--- config.mk ---
export PLATFORM = sky130hd
export DESIGN_NAME = hazard_controller
export DESIGN_NICKNAME = d
export VERILOG_FILES = /design/src/rtl/hazard_controller.sv
export SDC_FILE = /design/constraint.sdc
export NUM_CORES = 1
export LEC_CHECK = 0
export ABC_AREA = 1
export ABC_CLOCK_PERIOD_IN_PS = 2500
export CAP_MARGIN = 15
export CORE_ASPECT_RATIO = 1.4
export CORE_UTILIZATION = 55
export CTS_BUF_LIST = sky130_fd_sc_hd__clkbuf_2 sky130_fd_sc_hd__clkbuf_4 sky130_fd_sc_hd__clkbuf_8
export DETAILED_ROUTE_END_ITERATION = 6
export GPL_ROUTABILITY_DRIVEN = 1
export PLACE_DENSITY = 0.87
export SETUP_SLACK_MARGIN = 0.3
export SLEW_MARGIN = 0
export SYNTH_ARGS = -nofsm -noshare
export SYNTH_HDL_FRONTEND = slang
export SYNTH_SLANG_ARGS = --single-unit
--- constraint.sdc ---
create_clock -name clk_i -period 2.5 [get_ports clk_i]
set_clock_uncertainty 0.2 [all_clocks]
set_input_delay 0.25 -clock clk_i [delete_from_list [all_inputs] [get_ports clk_i]]
set_output_delay 0.25 -clock clk_i [all_outputs]
set_load 0.02 [all_outputs]
--- src/rtl/hazard_controller.sv ---
// ID-stage interlock controller: load-use and CSR stalls, redirect squash,
// registered EX forwarding selects and a halt drain/halted sequencer.
module hazard_controller #(
  parameter int REG_ADDR_W    = 5,
  parameter bit CSR_SERIALIZE = 1'b1
) (
  input  logic                  clk_i,
  input  logic                  reset_i,
  input  logic                  id_valid_i,
  input  logic [REG_ADDR_W-1:0] id_ra_addr_i,
  input  logic                  id_ra_used_i,
  input  logic [REG_ADDR_W-1:0] id_rb_addr_i,
  input  logic                  id_rb_used_i,
  input  logic [REG_ADDR_W-1:0] id_wb_addr_i,
  input  logic                  id_wb_valid_i,
  input  logic                  id_wb_from_mem_i,
  input  logic                  id_csr_used_i,
  input  logic                  id_halt_i,
  input  logic                  ex_redirect_i,
  output logic                  id_stall_o,
  output logic                  id_flush_o,
  output logic [1:0]            ex_fwd_a_o,
  output logic [1:0]            ex_fwd_b_o,
  output logic                  halted_o
);

  typedef struct packed {
    logic                  vld;
    logic [REG_ADDR_W-1:0] rd;
    logic                  mem;
  } trk_t;

  typedef enum logic [1:0] {RUN, DRAIN, HALTED} state_e;

  trk_t   ex_q, ma_q, wb_q, ex_d;
  state_e state_q, state_d;
  logic [1:0] fwd_a_q, fwd_a_d, fwd_b_q, fwd_b_d;
  logic load_use, csr_stall, any_vld, advance;

  function automatic logic hit(input trk_t e, input logic [REG_ADDR_W-1:0] a);
    return e.vld && (e.rd != '0) && (e.rd == a);
  endfunction

  // Youngest producer wins: EX, then MA, then WB.
  function automatic logic [1:0] fsel(input logic used, input logic [REG_ADDR_W-1:0] a,
                                      input trk_t ex, input trk_t ma, input trk_t wb);
    if (!used)         return 2'd0;
    else if (hit(ex, a)) return 2'd1;
    else if (hit(ma, a)) return 2'd2;
    else if (hit(wb, a)) return 2'd3;
    else               return 2'd0;
  endfunction

  always_comb begin
    load_use  = ex_q.mem & ((id_ra_used_i & hit(ex_q, id_ra_addr_i)) |
                            (id_rb_used_i & hit(ex_q, id_rb_addr_i)));
    any_vld   = ex_q.vld | ma_q.vld | wb_q.vld;
    csr_stall = CSR_SERIALIZE & id_csr_used_i & any_vld;
    id_stall_o = id_valid_i & (load_use | csr_stall | (state_q != RUN)) & ~ex_redirect_i;
    id_flush_o = ex_redirect_i;
    // A halting instruction leaves ID but never occupies EX.
    advance = id_valid_i & ~id_stall_o & ~id_flush_o & ~id_halt_i;
    ex_d    = '0;
    if (advance && id_wb_valid_i) ex_d = '{vld: 1'b1, rd: id_wb_addr_i, mem: id_wb_from_mem_i};
    fwd_a_d = advance ? fsel(id_ra_used_i, id_ra_addr_i, ex_q, ma_q, wb_q) : 2'd0;
    fwd_b_d = advance ? fsel(id_rb_used_i, id_rb_addr_i, ex_q, ma_q, wb_q) : 2'd0;
  end

  always_comb begin
    state_d = state_q;
    case (state_q)
      RUN:
        if (id_valid_i && id_halt_i && !load_use && !csr_stall && !ex_redirect_i)
          state_d = DRAIN;
      DRAIN:
        if (ex_redirect_i) state_d = RUN;
        else if (!any_vld) state_d = HALTED;
      HALTED:  state_d = HALTED;
      default: state_d = RUN;
    endcase
  end

  always_ff @(posedge clk_i) begin
    if (reset_i) begin
      ex_q    <= '0;
      ma_q    <= '0;
      wb_q    <= '0;
      fwd_a_q <= 2'd0;
      fwd_b_q <= 2'd0;
      state_q <= RUN;
    end else begin
      ex_q    <= ex_d;
      ma_q    <= ex_q;
      wb_q    <= ma_q;
      fwd_a_q <= fwd_a_d;
      fwd_b_q <= fwd_b_d;
      state_q <= state_d;
    end
  end

  assign ex_fwd_a_o = fwd_a_q;
  assign ex_fwd_b_o = fwd_b_q;
  assign halted_o   = (state_q == HALTED);

endmodule

==> qor.log <==
[status] outcome complete, but fails checks
[status] violated checks DRC
[placed_design] Placed Instances 234
[timing] final number of setup-violating endpoints 0
[critical_path] setup slack on the worst flop-to-flop path 0.66 ns
[critical_path] nature of the critical path startpoint input port
[timing] Slew headroom 71.54%
[timing] Hold Violations, Final 0
[grt] global-route wire length before repair 4.836 mm
[drt] number of search-and-repair iterations in the first detailed-routing pass 6
[drt] Iteration-0 DRC Markers 43
[layout] final net count 242
[yosys] Yosys top cell by area dfxtp_1
[clock_network] setup fix buffers added after clock tree synthesis 0
[timing] unrepaired setup endpoints after global routing no
[yosys] net count of the mapped netlist 198
[yosys] Yosys warning total 0
[floorplanning] area of the core 2227 sq um
[clock_network] CTS Hold Bufs 0
[yosys] Synth cell types 20
[power] worst supply voltage drop on vdd 0.3858 mV
[yosys] Syn Inst Count 173
[worst_hold_path] worst hold path endpoint wb_q[6]$_SDFF_PP0_
[floorplanning] I/O pin cnt 32
[placed_design] instance area at placement 1719 sq um
[critical_path] Largest stage delay, worst path 0.51 ns
[timing] sum of negative setup slack 0 ns
[placed_design] buffers added on ports 31
[power] power after layout 0.0007136 W
[drt] via count 1238
[clock_network] cell chosen for the clock root clkbuf_4
[drt] total length of routed wires 3.057 mm
[layout] count of filler cells inserted in the layout 161
[layout] combined flip-flop and latch cell area 504.2 sq um
[worst_hold_path] Worst Hold Launch ma_q[6]$_SDFF_PP0_
[layout] Antenna Cells 0
[critical_path] data required time at the worst endpoint 2.05 ns
[yosys] average cell area after synthesis 7.637 sq um
[grt] largest net degree at the start of global routing 16
[clock_network] CTS Buf Count 3
[layout] count of placed standard cells in the final layout, fillers left out 238
[critical_path] master of the slowest instance on the critical path clkdlybuf4s50_1
[timing] Slew Limit Fails 0
[clock_network] clk sinks 25
[critical_path] Most Frequent Cell on Critical Path nand2_1
[grt] overall track demand over capacity in global routing 25.19%
[clock_network] buffer levels on the longest clock path 2
[grt] number of global-route vias before repair 1243
[layout] multi-input combinational cell area 690.7 sq um
[timing] Final Cycle Share 84.38%
[critical_path] cells traversed along the worst timing path clkdlybuf4s50_1 > xnor2_1 > nand2_1 > nor2_2 > nand4_1 > nand2_1 > nand2_2 > nand3_1 > nand2_1 > inv_1 > buf_4
[critical_path] class of the most critical setup path in -> out
[yosys] number of storage elements in the synthesis netlist 25
[grt] antenna violations before repair 0
[worst_hold_path] worst hold path class reg -> reg
[clock_network] Clock Latency Late Sink 0.31 ns
[floorplanning] Die Footprint 2605 sq um
[timing] clock period minus final worst setup slack 2.110 ns
[yosys] cell types occupying the most area after synthesis dfxtp_1 38%, xor2_1 11%, nor2_1 8.8%
[placed_design] HPWL after detailed placement 2.471 mm
[flow_run] max-cap violations 0
[yosys] area fraction of the dominant cell type after synthesis 37.88%
[placed_design] routability congestion estimate 0.9313
[critical_path] Critical Path Sink Type output port
[drt] average wire length per cell after detail routing 12.84 microns
[clock_network] CTS H-Tree Depth 1
[layout] final design instance area without fill 1758 sq um
[layout] commonest non-fill, non-tap cells in the layout 29 x nor2_1, 29 x clkdlybuf4s50_1, 26 x inv_1
[clock_network] TritonCTS clock tree done
[yosys] summed instance area of the synthesized netlist 1321 sq um
[yosys] sequential fraction of the synthesis area 37.88%
[critical_path] worst reg2reg endpoint ex_q[2]$_SDFF_PP0_
[floorplanning] number of cell rows 20
[critical_path] highest fanout seen on the critical path 3
[power] standby leakage power 0.8013 nW
[floorplanning] vertical extent of the die 59.99 microns
[critical_path] origin of the critical flop-to-flop path ex_q[1]$_SDFF_PP0_
[worst_hold_path] Hold Path Depth 2
[drt] via-per-instance ratio 5.202
[layout] growth of design area from synthesis to finish 33.05%
[drt] antenna-violating nets left 0
[grt] GRT Residual Overflow 0
[critical_path] worst r2r path cells 9
[floorplanning] starting utilization of the core area 59.33%
[clock_network] clock transition time at the flip-flop clock pins of the worst setup and hold paths 0.13 ns
[timing] achievable clock frequency 474.0 MHz
[critical_path] data arrival time of the critical path 1.66 ns
[drt] DRC Markers 4
[layout] share of cells above drive strength 1 16.67%
[power] pwr dens 405.9 nW/um^2
[floorplanning] die span in x 43.43 microns
[timing] Tightest Pin Transition 0.4259 ns
## power breakdown
part           internal, W  switching, W  leakage (nW)
Combinational    0.0000683     0.0000552         0.580
Clock            0.0000732      0.000112        0.0184
Sequential        0.000401    0.00000300         0.203
Total             0.000543      0.000171         0.801
## Yosys cell counts
cell / n
nand3_1: 6
nor3_1: 5
o21ai_0: 1
dfxtp_1: 25
nor3_2: 9
nand2_1: 21
a21boi_0: 2
clkbuf_1: 1
a21oi_1: 2
xor2_1: 17
nand2_2: 1
buf_6: 1
buf_4: 1
o21ai_1: 1
xnor2_1: 12
inv_1: 26
nand4_1: 6
nor2_1: 31
nand4_2: 1
inv_2: 4
## metal layers
| layer | global-route usage [%] | up-vias | share of wire [%] |
|---|---|---|---|
| li1 | - | 619 | - |
| met1 | 26.04 | 576 | 40 |
| met2 | 47.19 | 33 | 53 |
| met3 | 3.323 | 10 | 3.5 |
| met4 | 15.18 | 0 | 3.3 |
| met5 | 0 | - | 0 |
## critical path, delay by kind of cell
family / cells / cell delay [ns]
buf+inv: 3 / 0.68
simple gates: 7 / 0.60
xor+xnor: 1 / 0.13
## metrics by stage
step | hold slack [ns] | utilization [%] | setup slack [ns]
6_report | 0.2521 | 78.93 | 0.3905
4_1_cts | 0.2543 | 78.48 | 0.3816
5_1_grt | 0.2548 | 78.93 | 0.3001
2_1_floorplan | 0.1191 | - | 0.9367
3_5_place_dp | 0.2359 | 77.19 | -0.06589
3_3_place_gp | 0.2279 | 77.19 | -0.003667
## kinds of logic after synthesis
group | count (synthesis) | synth area share [%]
AOI/OAI and AO/OA | 6 | 2.650
xor gates and xnor gates | 29 | 19.22
buffers and inverters | 33 | 10.23
DFF | 25 | 37.88
and+or+nand+nor | 80 | 30.02
## how the worst max path moves through the flow
stage                        from    endpoint  cells past startpoint
5_1_grt        ex_q[3]$_SDFF_PP0_  id_stall_o                     11
3_5_place_dp      id_ra_addr_i[1]  id_stall_o                     11
6_report          id_ra_addr_i[1]  id_stall_o                     11
2_1_floorplan  ex_q[1]$_SDFF_PP0_  id_stall_o                      9
4_1_cts           id_rb_addr_i[0]  id_stall_o                     11
3_3_place_gp      id_rb_addr_i[1]  id_stall_o                     12
## area by class of cell
class	count	area share, %
Multi-Input combinational cell	115	39.29
Sequential cell	25	28.68
Timing Repair Buffer	42	22.35
Inverter	30	6.406
Clock buffer	4	1.708
Tap cell	22	1.566
## what timing repair did
| item | in CTS | in global routing |
|---|---|---|
| setup endpoints to repair | 1 | 1 |
| gates resized for setup | 6 | 5 |
| pin swaps | 0 | 1 |
| hold endpoints to repair | 0 | 0 |
## sequential cells by signal, indices dropped and copies added (netlist names)
name	count
state_q	2
ex_q	7
wb_q	6
ex_fwd_a_o	2
ex_fwd_b_o	2
ma_q	6
No activity file was read; power rests on OpenSTA's default activity.
